--- config.mk ---
export PLATFORM = sky130hd
export DESIGN_NAME = irq_mask_ctrl
export DESIGN_NICKNAME = d
export VERILOG_FILES = /design/src/rtl/irq_mask_ctrl_pkg.sv /design/src/rtl/irq_mask_ctrl_sync_edge_det.sv /design/src/rtl/irq_mask_ctrl.sv
export SDC_FILE = /design/constraint.sdc
export NUM_CORES = 1
export LEC_CHECK = 0
export ABC_AREA = 1
export BUFFER_PORTS_ARGS = -buffer_cell sky130_fd_sc_hd__clkbuf_2
export CORE_MARGIN = 5
export CORE_UTILIZATION = 40
export CTS_CLUSTER_SIZE = 40
export DETAILED_ROUTE_END_ITERATION = 10
export GPL_TIMING_DRIVEN = 0
export MAX_ROUTING_LAYER = met4
export RECOVER_POWER = 50
export SLEW_MARGIN = 10
export SYNTH_ARGS = -nofsm -noshare
export SYNTH_HDL_FRONTEND = slang
export SYNTH_SLANG_ARGS = --single-unit
--- constraint.sdc ---
create_clock -name clk -period 2.01 [get_ports clk]
set_clock_uncertainty 0.15 [all_clocks]
set_input_delay 0.1005 -clock clk [delete_from_list [all_inputs] [get_ports clk]]
set_output_delay 0.1005 -clock clk [all_outputs]
set_load 0.005 [all_outputs]
--- src/rtl/irq_mask_ctrl_pkg.sv ---
// Shared constants for the legacy-IRQ mask controller: register map, CTRL
// field positions and FSM state encoding.
package irq_mask_ctrl_pkg;

   localparam logic [1:0] ADDR_PENDING = 2'd0;
   localparam logic [1:0] ADDR_MASK    = 2'd1;
   localparam logic [1:0] ADDR_CTRL    = 2'd2;
   localparam logic [1:0] ADDR_RAW     = 2'd3;

   localparam int CTRL_GEN_BIT  = 0;
   localparam int CTRL_HOLD_LSB = 16;

   typedef enum logic [1:0] {
      ST_IDLE    = 2'd0,
      ST_ASSERT  = 2'd1,
      ST_HOLDOFF = 2'd2
   } state_t;

endpackage

--- src/rtl/irq_mask_ctrl_sync_edge_det.sv ---
// Two-flop synchroniser per bit followed by a rising-edge detector.
// level is the synchronised input; pulse is high for one clock per rising edge.
module sync_edge_det #(
   parameter int W = 8
) (
   input  logic         clk,
   input  logic         reset_n,
   input  logic [W-1:0] din,
   output logic [W-1:0] level,
   output logic [W-1:0] pulse
);

   logic [W-1:0] meta;
   logic [W-1:0] sync;
   logic [W-1:0] prev;

   always_ff @(posedge clk or negedge reset_n) begin
      if (!reset_n) begin
         meta <= '0;
         sync <= '0;
         prev <= '0;
      end else begin
         meta <= din;
         sync <= meta;
         prev <= sync;
      end
   end

   assign level = sync;
   assign pulse = sync & ~prev;

endmodule

--- src/rtl/irq_mask_ctrl.sv ---
// Sticky, maskable interrupt aggregator driving one level IRQ towards the PCIe
// core, with a programmable hold-off gap between successive assertions.
//
// state      | meaning
// -----------+-------------------------------------------------------------
// ST_IDLE    | irq low, waiting for an enabled pending source
// ST_ASSERT  | irq high while any enabled pending source remains
// ST_HOLDOFF | irq low, counting down the HOLD value captured on entry
module irq_mask_ctrl
   import irq_mask_ctrl_pkg::*;
#(
   parameter int B      = 32,
   parameter int NSRC   = 8,
   parameter int HOLD_W = 16
) (
   input  logic            clk,
   input  logic            reset_n,
   input  logic            write_n,
   input  logic [1:0]      address,
   input  logic [B-1:0]    writedata,
   output logic [B-1:0]    readdata,
   input  logic [NSRC-1:0] irq_src,
   output logic            irq
);

   logic [NSRC-1:0]   src_level;
   logic [NSRC-1:0]   src_pulse;
   logic [NSRC-1:0]   pending;
   logic [NSRC-1:0]   mask;
   logic              gen;
   logic [HOLD_W-1:0] hold;
   logic [HOLD_W-1:0] cnt;
   logic [NSRC-1:0]   w1c;
   logic              wr_en;
   logic              act;
   state_t            state;
   logic              unused_wd;

   sync_edge_det #(.W(NSRC)) u_sync (
      .clk     (clk),
      .reset_n (reset_n),
      .din     (irq_src),
      .level   (src_level),
      .pulse   (src_pulse)
   );

   assign wr_en     = ~write_n;
   assign w1c       = (wr_en && address == ADDR_PENDING) ? writedata[NSRC-1:0] : '0;
   assign act       = gen & (|(pending & mask));
   assign unused_wd = ^writedata;

   // A new edge in the same cycle as a W1C on that bit keeps the bit set.
   always_ff @(posedge clk or negedge reset_n) begin
      if (!reset_n) begin
         pending <= '0;
         mask    <= '0;
         gen     <= 1'b0;
         hold    <= '0;
      end else begin
         pending <= (pending & ~w1c) | src_pulse;
         if (wr_en && address == ADDR_MASK) begin
            mask <= writedata[NSRC-1:0];
         end
         if (wr_en && address == ADDR_CTRL) begin
            gen  <= writedata[CTRL_GEN_BIT];
            hold <= writedata[CTRL_HOLD_LSB +: HOLD_W];
         end
      end
   end

   always_comb begin
      readdata = '0;
      case (address)
         ADDR_PENDING: readdata[NSRC-1:0] = pending;
         ADDR_MASK:    readdata[NSRC-1:0] = mask;
         ADDR_CTRL: begin
            readdata[CTRL_GEN_BIT]             = gen;
            readdata[CTRL_HOLD_LSB +: HOLD_W]  = hold;
         end
         default:      readdata[NSRC-1:0] = src_level;
      endcase
   end

   always_ff @(posedge clk or negedge reset_n) begin
      if (!reset_n) begin
         state <= ST_IDLE;
         cnt   <= '0;
         irq   <= 1'b0;
      end else begin
         case (state)
            ST_IDLE: begin
               if (act) begin
                  state <= ST_ASSERT;
                  irq   <= 1'b1;
               end
            end
            ST_ASSERT: begin
               if (!act) begin
                  irq <= 1'b0;
                  if (hold == '0) begin
                     state <= ST_IDLE;
                  end else begin
                     cnt   <= hold;
                     state <= ST_HOLDOFF;
                  end
               end
            end
            ST_HOLDOFF: begin
               cnt <= cnt - HOLD_W'(1);
               if (cnt == HOLD_W'(1)) begin
                  state <= ST_IDLE;
               end
            end
            default: begin
               state <= ST_IDLE;
               irq   <= 1'b0;
            end
         endcase
      end
   end

endmodule
======== Word-level counts from Yosys, hierarchy flattened ========
Index checks and enable logic that the tools add are counted.
Widths: inputs -> output; s select.
storage, ports and cells
  register bits after elaboration ......... 76
  output and inout port bits .............. 33
  logic and storage cells ................. 55
cells by class
  add/sub/neg operators ................... 1
  eq/ne operators ......................... 9
  mux-type cells .......................... 15
  bitwise logic cells ..................... 9
  reductions and logical operators ........ 11
operators by type and width
  cell                   number
  $mux 16                3
  $pmux 16 s2            1
  $and 8x8->8            3
  $pmux 7 s3             1
  $eq 16x1->1 const B    1
  $logic_not 16->1       1
  $not 8->8              2
  $sub 16x1->16 const B  1
  $reduce_and 3->1       3
  $mux 2                 4
  $mux 8                 1
  $ne 2x2->1 const B     4
  $or 8x8->8             1
  $reduce_or 8->1        1
  $pmux 1 s3             2
  $pmux 2 s3             1
  $eq 2x1->1 const B     2
  $eq 2x2->1 const B     2
  $logic_not 2->1        2
  $logic_and 1x1->1      3
  $mux 1                 2
  $not 1->1              2
  $reduce_bool 2->1      1
  $and 1x1->1            1

======== Depth between registers and ports, before layout ========
  depth in word-level cells ............... 6
  mapped depth ............................ 11

======== Cells and area by module ========
From an unflattened synthesis, not the netlist that was laid out.
second synthesis, totals
  cells, all modules ...................... 487
  area, all modules ....................... 3694.8 um2
modules (own cells, without submodules)
  module         times used  cells an instance  area an instance (um2)  seq. area each (um2)
  irq_mask_ctrl  1           447                3014.1                  1301.2
  sync_edge_det  1           40                 680.7                   600.6

======== Worst setup path after synthesis ========
Ideal clock, no wire load.
  path kind ............................... flip-flop to flip-flop
  start point ............................. register cnt[0]
  end point ............................... register cnt[14]
  library setup time ...................... 116 ps
  arrival time ............................ 1167 ps
  required time ........................... 1744 ps
  path slack .............................. 577 ps
  stages on the path, launching flop included .. 10
  period minus slack after synthesis ...... 1433 ps
  cell sequence ........................... dfrtp_1 -> inv_1 -> ha_1 -> nand2_2 -> nor2_4 -> nand3_1 -> nand3_1 -> nand2_1 -> nand2_1 -> nand2_1
between the ends
  word-level cells in the longest chain between the ends .. 2
ends and longest elaborated chain
  item                      line                  RTL
  start: declaration        irq_mask_ctrl.sv:32   logic [HOLD_W-1:0] cnt;
  start signal: assignment  irq_mask_ctrl.sv:103  cnt <= hold;
  start signal: assignment  irq_mask_ctrl.sv:109  cnt <= cnt - HOLD_W'(1);
  $sub 16x1->16             irq_mask_ctrl.sv:109
  $pmux 16 s2               irq_mask_ctrl.sv:90   case (state)
Every way passes these cells.
A chain may end at the register's enable or synchronous reset.

======== Worst setup path after layout ========
  start point ............................. register hold[9]
  end point ............................... register cnt[15]
between the ends
  word-level cells in the longest chain between the ends .. 3
ends and longest elaborated chain
  item                               line                  RTL
  start: declaration                 irq_mask_ctrl.sv:31   logic [HOLD_W-1:0] hold;
  start signal: assignment           irq_mask_ctrl.sv:66   hold <= writedata[CTRL_HOLD_LSB +: HOLD_W];
  $logic_not 16->1                   irq_mask_ctrl.sv:100  if (hold == '0) begin
  $ne 2x2->1 (no source line)        --
  $reduce_and 3->1 (no source line)  --
Every way passes these cells.

==> impl_metrics.yaml <==
logic_synthesis:
  synth_top_area_share_pct: 51.8
  synth_edf_count: 0
  yosys.area_share.simple_pct: 28.4
  synth_xor_area_share_pct: 0
  synth_fa_ha_area_share_pct: 0.681
  synth-compound-area-share_pct: 9.94
  synth_cells: 471
  synth_top_family_by_area: "simple AND/OR/NAND/NOR gates"
  ys_types: 28
  synth.area.top_cells: "dfrtp_1 52%, nand2_1 15%, nor2_1 6.6%"
  async_flop_share_pct: 100
  syn-cell-area_sq_um: 3670
  yosysTopAreaCell: "dfrtp_1"
  avgSynthCellArea_sq_um: 7.80
  synth_warnings: 0
  synth_common_cells: "148 x nand2_1, 76 x dfrtp_1, 65 x nor2_1"
  yosys_most_used_dff: "dfrtp_1"
  ys_seq_area_share_pct: 51.8
  muxShareOfSynthArea_pct: 0
  synth_most_common_cell: "nand2_1"
  synth-seq-cells: 76
layout:
  syn_to_final_growth_pct: 27.9
  fin_nets: 631
  drive_gt1_share_pct: 18.0
  n_antenna_cell: 0
cts:
  clockBufferDepth: 2
  cts_setup_buffers: 0
  htreeDepth: 3
  clk_pin_slew_worst_paths_ns: 0.08
  cts-root-buf: "clkbuf_8"
  cts_buffers: 9
  post_cts_resize_count: 0
  tritoncts: "done"
  clkSinkCount: 76
  worst_skew_pair.late_latency_ns: 0.35
worst_setup_path:
  worstPathArrival_ns: 1.84
  path_max_fanout: 10
  worstSetupPathType: "reg -> reg"
  path_common_cell: "nand2_1"
  startpoint_type: "flop"
  critPathMaxStageDelay_ns: 0.42
  cp_cell_sequence: "nor2_1 > nand2_1 > nor2_1 > nand2_1 > nand2_1 > nand2_2 > nand2_4 > buf_8 > nand2_1 > nand2_1"
  path_buf_inv: 1
  slowest_stage: "dfrtp_1"
  path_delay_family: "simple AND/OR/NAND/NOR gates"
  worstSetupEndpointType: "flop"
  required_ns: 2.14
timing:
  min_period_over_period_pct: 84.7
  timing.slew.headroom_pct: 45.7
  worstMarginPinSlew_ns: 0.815
  setup_viol: 0
  rsz0062_at_grt: "no"
  setup_ws_ns: 0.308
  report.final.slew_viol_count: 0
  finalHoldViolations: 0
  min_period_ns: 1.70
  max_freq_mhz: 588
  finalSetupTns_ns: 0
floorplanning:
  die-area_sq_um: 11200
  num_io_pins: 78
  core_area_sq_um: 9110
  fp.dieW_um: 106
  start_util_pct: 40.3
  rows: 35
  die_y_um: 106
run_status:
  outcome: "finished, final reports clean"
route:
  wl_per_cell_um: 13.1
  drcViolationCount: 0
  ant_nets: 0
  viasPerCell: 4.75
  routed_wirelength_mm: 9.17
  initialDrtViolationCount: 131
  num_vias: 3323
  first_pass_iters: 4
pwr:
  ir_worst_vdd_mv: 0.667
  p_total_mw: 5.21
  cellPowerDensity_nw_per_um2: 1110
  leakagePower_nw: 2.47
global_routing:
  grt_start_max_net_pins: 48
  grt_pass1_vias: 3300
  grt_first_pass_wirelength_mm: 15.6
  track_usage_pct: 17.9
  grt-ovfl-total: 0
  antenna_found_initial: 0
place:
  portBuffers: 61
  dpl.hpwl_mm: 6.64
  place_ws_ns: 0.368
  gp_congestion: 0.890
min_path:
  hold_path.class: "in -> reg"
job:
  max-cap-violations: 0
-- registers in the layout, indices dropped and copies added, names as in the netlist --
signal / count
cnt: 16
hold: 16
mask: 8
pending: 8
u_sync.level: 8
u_sync.meta: 8
u_sync.prev: 8
state: 2
gen: 1
irq: 1
-- layout by cell type, fill, tap and decap left out, types with 3 or more instances in the layout --
cell type / count
a21oi_1: 17
buf_4: 10
clkbuf_1: 5
clkbuf_2: 60
clkbuf_8: 9
clkinv_2: 3
conb_1: 8
dfrtp_1: 76
dlygate4sd3_1: 33
inv_1: 54
nand2_1: 151
nand2_2: 8
nand3_1: 19
nor2_1: 66
nor2_2: 3
nor2_4: 3
o211ai_1: 7
o21ai_0: 36
-- metal layers --
metal	global-route usage [%]	up-vias	routed length, um
met4	6.11	0	210
met3	3.55	17	405
li1	-	1671	-
met5	-	-	0
met1	21.4	1565	3960
met2	30.3	70	4600
-- worst paths after layout --
path / from / endpoint / slack, ns / depth (start not counted)
max reg2reg: hold[9]$_DFFE_PN0P_ / cnt[15]$_DFFE_PN0P_ / 0.31 / 10
min in group asynchronous: reset_n / cnt[7]$_DFFE_PN0P_ / 0.23 / 2
max: hold[9]$_DFFE_PN0P_ / cnt[15]$_DFFE_PN0P_ / 0.31 / 10
min reg2reg: u_sync.meta[2]$_DFF_PN0_ / u_sync.level[2]$_DFF_PN0_ / 0.20 / 0
min: write_n / mask[1]$_DFFE_PN0P_ / 0.12 / 5
max in group asynchronous: reset_n / mask[4]$_DFFE_PN0P_ / 0.77 / 3
-- stage by stage --
stage               hold WS [ns]  instance area (sq um)  cells  utilization [%]
floorplan                 -0.345                   3700    478                -
global placement          0.0606                   4150    650             45.5
detailed placement       -0.0356                   4180    651             45.8
CTS                       0.0469                   4720    700             51.8
global route               0.179                   4700    700             51.6
finish                     0.122                   4700    700             51.6
-- timing repair --
item                                    CTS  global route
hold endpoints to repair                117             0
endpoints found under the setup margin    0             0
hold buffers                             33             0
-- report_power, final --
part | internal (mW) | switching, mW
Clock | 0.695 | 0.575
Combinational | 0.690 | 1.11
Sequential | 1.85 | 0.298
-- tightest hold or removal path, stage by stage --
cell	delay, ns
clkbuf_2	0.08
inv_1	0.06
nand2_1	0.21
nand2_1	0.07
o21ai_0	0.06
-- layout make-up --
cell class	instances	area, sq um
Sequential cell	76	1900
Inverter	56	210
Clock inverter	7	91.3
Tap cell	111	139
Multi-Input combinational cell	329	1450
Fill cell	885	4410
Clock buffer	9	124
Timing Repair Buffer	95	662
Buffer	17	120
-- cell families (layout without fill, tap and decap cells) --
group | after synthesis | in the layout
AOI/OAI and AO/OA | 67 | 67
adders and majority gates | 2 | 2
buffers and inverters | 73 | 184
DFF | 76 | 76
other | 1 | 8
and+or+nand+nor | 252 | 252
No activity file was read; power rests on OpenSTA's default activity.
